--- src/rtl/beep_gen.sv ---
// Buzzer driver: square-wave tone in ON/OFF bursts, started by a key pulse (N bursts) or held alarm level.
// Outputs registered, react at the sampling edge; no backpressure, requests arriving while busy are dropped.
module beep_gen #(
  parameter int HALF_PERIOD = 2,
  parameter int ON_CYCLES   = 100,
  parameter int OFF_CYCLES  = 100,
  parameter int CNT_W       = 17
) (
  input  logic       clk,
  input  logic       rst,
  input  logic       trig_pulse,
  input  logic [3:0] repeat_n,
  input  logic       alarm_req,
  output logic       busy,
  output logic       beep_out,
  output logic       beep_done
);

  localparam int PH_W = (HALF_PERIOD > 1) ? $clog2(HALF_PERIOD) : 1;
  localparam logic [PH_W-1:0]  PH_LAST  = PH_W'(HALF_PERIOD - 1);
  localparam logic [CNT_W-1:0] ON_LAST  = CNT_W'(ON_CYCLES - 1);
  localparam logic [CNT_W-1:0] OFF_LAST = CNT_W'(OFF_CYCLES - 1);

  generate
    if (HALF_PERIOD < 1 || ON_CYCLES < 1 || OFF_CYCLES < 1) begin : g_bad_len
      $error("beep_gen: HALF_PERIOD, ON_CYCLES and OFF_CYCLES must be >= 1");
    end
    if (longint'(ON_CYCLES) >= (longint'(1) << CNT_W) ||
        longint'(OFF_CYCLES) >= (longint'(1) << CNT_W)) begin : g_bad_cnt
      $error("beep_gen: CNT_W too narrow for ON_CYCLES/OFF_CYCLES");
    end
  endgenerate

  typedef enum logic [1:0] {S_IDLE, S_ON, S_OFF} state_t;

  state_t           state;
  logic [CNT_W-1:0] cnt;
  logic [PH_W-1:0]  phase;
  logic [3:0]       remaining;
  logic             alarm_mode;

  always_ff @(posedge clk or posedge rst) begin
    if (rst) begin
      state      <= S_IDLE;
      cnt        <= '0;
      phase      <= '0;
      remaining  <= '0;
      alarm_mode <= 1'b0;
      busy       <= 1'b0;
      beep_out   <= 1'b0;
      beep_done  <= 1'b0;
    end else begin
      beep_done <= 1'b0;
      case (state)
        S_IDLE: begin
          // Alarm wins over a coincident key pulse; that pulse is simply lost.
          if (alarm_req || trig_pulse) begin
            state      <= S_ON;
            busy       <= 1'b1;
            beep_out   <= 1'b1;
            cnt        <= '0;
            phase      <= '0;
            alarm_mode <= alarm_req;
            if (!alarm_req) remaining <= (repeat_n == 4'd0) ? 4'd1 : repeat_n;
          end
        end
        S_ON: begin
          if (cnt == ON_LAST) begin
            cnt      <= '0;
            phase    <= '0;
            beep_out <= 1'b0;
            if (!alarm_mode) remaining <= remaining - 4'd1;
            if (alarm_mode ? alarm_req : (remaining != 4'd1)) begin
              state <= S_OFF;
            end else begin
              state     <= S_IDLE;
              busy      <= 1'b0;
              beep_done <= 1'b1;
            end
          end else begin
            cnt <= cnt + 1'b1;
            if (phase == PH_LAST) begin
              phase    <= '0;
              beep_out <= ~beep_out;
            end else begin
              phase <= phase + 1'b1;
            end
          end
        end
        S_OFF: begin
          // A released alarm ends the gap immediately rather than waiting it out.
          if (alarm_mode && !alarm_req) begin
            state     <= S_IDLE;
            cnt       <= '0;
            busy      <= 1'b0;
            beep_done <= 1'b1;
          end else if (cnt == OFF_LAST) begin
            state    <= S_ON;
            cnt      <= '0;
            phase    <= '0;
            beep_out <= 1'b1;
          end else begin
            cnt <= cnt + 1'b1;
          end
        end
        default: begin
          state    <= S_IDLE;
          busy     <= 1'b0;
          beep_out <= 1'b0;
        end
      endcase
    end
  end

endmodule

--- config.mk ---
export PLATFORM = sky130hd
export DESIGN_NAME = beep_gen
export DESIGN_NICKNAME = d
export VERILOG_FILES = /design/src/rtl/beep_gen.sv
export SDC_FILE = /design/constraint.sdc
export NUM_CORES = 1
export LEC_CHECK = 0
export CORE_ASPECT_RATIO = 1.25
export CORE_UTILIZATION = 53
export DETAILED_ROUTE_END_ITERATION = 10
export PLACE_DENSITY = 0.81
export SYNTH_ARGS = -nofsm -noshare
export SYNTH_HDL_FRONTEND = slang
export SYNTH_SLANG_ARGS = --single-unit
--- constraint.sdc ---
create_clock -name clk -period 2.3 [get_ports clk]
set_input_delay 0.575 -clock clk [delete_from_list [all_inputs] [get_ports clk]]
set_output_delay 0.575 -clock clk [all_outputs]
set_load 0.02 [all_outputs]
==> results.yml, run 1 <==
run:
  max_cap_violations: 0
cts:
  clk_path_buf_depth: 2
  cts_buffers: 3
  ctsResizeCount: 0
  cts_setup_buffers: 0
  htree_levels: 1
  cts-hold-fix-buffers: 0
  cts_tree: "done"
  cts_sinks: 28
  cts-root-buf: "clkbuf_4"
  worstSkewPairLatency_ps: 320
  clkTransAtPathRegs_ps: 150
critical_path:
  arrival_ps: 2390
  cp_max_fo: 5
  crit_path_start_kind: "flip-flop"
  crit_path_end_kind: "flip-flop"
  cp.required_ps: 2500
  critPathKind: "flip-flop to flip-flop"
cells_and_area:
  fin_area_um2: 1970
  fin_nets: 229
  seqCellArea_um2: 701
  final_cells: 248
  layout_common_cells: "dfrtp_1 (28), nand2_1 (22), buf_4 (17)"
  nFillCells: 251
  multi_input_area_um2: 937
  drive_gt1_share_pct: 14.6
  insertedDiodeCount: 0
  final_common_cell: "dfrtp_1"
  syn_to_final_growth_pct: 15.8
power:
  p_sw_uw: 801
  leakagePower_nw: 0.859
  power_density_nw_per_um2: 940
  p_int_mw: 1.05
  clkPwrFrac_pct: 10.9
  p_total_mw: 1.86
  seqPwrFrac_pct: 38.3
  ir_drop_mv: 0.685
  swShare_pct: 43.2
  combPwrFrac_pct: 50.8
timing:
  rsz0062_at_grt: "false"
  final-hold-violation-count: 0
  max_freq_mhz: 457
  fin_setup_tns_ps: 0
  clock-skew-final_ps: 7.85
  setup-violations-final: 0
  drv_slew: 0
  post-route-min-period_ps: 2190
  period_share_pct: 95.1
  worst_pin_slew_ps: 487
  relSlewSlack_pct: 67.4
place:
  globalplace.congestion: 0.811
  dp.cells: 245
  hpwl_um: 2790
  io_buffer_count: 10
  placed_area_um2: 1950
drt:
  route.antenna.remaining_nets: 0
  firstDrtPassIters: 4
  drcViolationCount: 0
  post_drt_wl_per_cell_um: 15.0
  drtIter0Drc: 78
  vias: 1501
  finalWirelength_um: 3720
  viasPerCell: 6.05
hold_path:
  min_path_type: "flip-flop to flip-flop"
synth:
  ys_warn_count: 0
  ys_seq_area_share_pct: 41.1
  syn_nets: 202
  syn_area_um2: 1710
  ys_types: 37
  yosys_register_bits: 28
  netlist_instances: 187
  syn_avg_cell_area_um2: 9.12
global_route:
  grt.total_usage_pct: 23.5
  grt_pass1_wl_um: 6150
  grt_max_degree: 29
  grt-ovfl-total: 0
  antenna_found_initial: 0
  grt_pass1_vias: 1511
floorplanning:
  ios: 11
  die_h_um: 65.4
  rows: 22
  start_util_pct: 56.8
  fp.dieW_um: 52.7
  dieArea_um2: 3450
  core_um2: 3000
status:
  status: "finished clean"
==> power groups by stage <==
stage / Clock, mW / Sequential, mW / Combinational [mW]
after floorplan: 0 / 0.717 / 0.620
after global placement: 0 / 0.710 / 0.892
after detailed placement: 0 / 0.717 / 0.931
after CTS: 0.211 / 0.705 / 0.938
after global routing: 0.232 / 0.721 / 1.04
final: 0.203 / 0.710 / 0.943
==> critical path, cell delays in order, from the launching register on <==
cell	delay [ps]
dfrtp_1	450
or4_4	560
or4_4	590
nor4_4	170
mux2i_1	210
a21oi_1	90
==> through the flow <==
step,util [%],setup slack (ps),hold WS (ps)
3_5_place_dp,65.1,-56.5,479
5_1_grt,65.8,23.8,534
3_3_place_gp,65.1,46.2,473
4_1_cts,65.8,125,511
2_1_floorplan,-,131,469
6_report,65.8,113,507
==> cells in the mapped netlist <==
cell	n	share of area, %
or4_4	3	2.0
nand3_1	11	3.2
a21oi_1	11	3.2
a211oi_1	1	0.44
ha_1	7	5.1
nand2_1	22	4.8
nor2_1	13	2.9
nor4_1	3	1.1
and2_1	2	0.73
inv_1	11	2.4
a211o_1	1	0.51
xor2_1	9	4.6
nand4_1	6	2.2
o22ai_1	6	2.2
dfrtp_1	28	41
nand4b_1	1	0.51
nor3b_1	3	1.3
o41ai_1	3	1.5
o31ai_1	2	0.88
or2_2	1	0.37
and3_2	1	0.44
a21o_2	1	0.51
nor3_1	2	0.59
a211oi_2	1	0.73
or4_1	2	0.88
buf_6	1	0.66
nor4_4	2	2.5
nand2b_1	6	2.2
mux2i_1	2	1.2
a22o_2	1	0.59
a22o_1	3	1.5
clkbuf_1	4	0.88
o21ai_0	12	3.5
nor2_2	1	0.37
o32ai_1	1	0.51
mux2_1	1	0.66
and4_1	2	1.0
==> cells by family (layout without fill, tap and decap cells) <==
kind of cell	count (synthesis)	after routing	share of synthesized area, %
DFF	28	28	41.1
and+or+nand+nor	81	81	27.1
buffers and inverters	16	41	3.96
adders and majority gates	7	7	5.14
xor gates and xnor gates	9	9	4.62
muxes	3	3	1.83
AOI/OAI and AO/OA	43	43	16.2
==> layer usage <==
layer / track usage [%] / share of wire (%) / wire length [µm]
met1: 26.1 / 42 / 1550
met2: 44.9 / 53 / 1970
met3: 2.55 / 4.3 / 159
met4: 6.91 / 1.1 / 42
met5: 0 / 0 / 0
==> path summary, 6_finish.rpt <==
path / from / slack (ps) / cells after the start / to
worst min-delay path: busy$_DFFE_PP0P_ / 510 / 1 / busy$_DFFE_PP0P_
worst min register to register: busy$_DFFE_PP0P_ / 510 / 1 / busy$_DFFE_PP0P_
max in group asynchronous: rst / 1440 / 3 / cnt[3]$_DFFE_PP0P_
worst max register to register: cnt[4]$_DFFE_PP0P_ / 110 / 5 / remaining[3]$_DFFE_PP0P_
min in group asynchronous: rst / 600 / 3 / cnt[9]$_DFFE_PP0P_
worst max-delay path: cnt[4]$_DFFE_PP0P_ / 110 / 5 / remaining[3]$_DFFE_PP0P_
==> sequential cells by signal, summed over array words and instances (netlist names) <==
signal	flops
beep_out	1
beep_done	1
busy	1
remaining	4
state	2
alarm_mode	1
phase	1
cnt	17
==> layout make-up <==
class / instances / area share (%)
multi-input combinational: 143 / 47.5
sequential: 28 / 35.5
timing repair buffer: 27 / 11.5
tap: 36 / 2.28
inverter: 11 / 2.09
clock buffer: 3 / 1.14
Power figures use the tool's default switching activity.
==> inputs of run 2 (changes only) <==
--- a/config.mk
+++ b/config.mk
@@ -12,3 +12,4 @@
 export SYNTH_ARGS = -nofsm -noshare
 export SYNTH_HDL_FRONTEND = slang
 export SYNTH_SLANG_ARGS = --single-unit
+export TNS_END_PERCENT = 1
==> results of run 2 <==
Same layout as run 1: the final DEF is identical, and so are final timing and power.
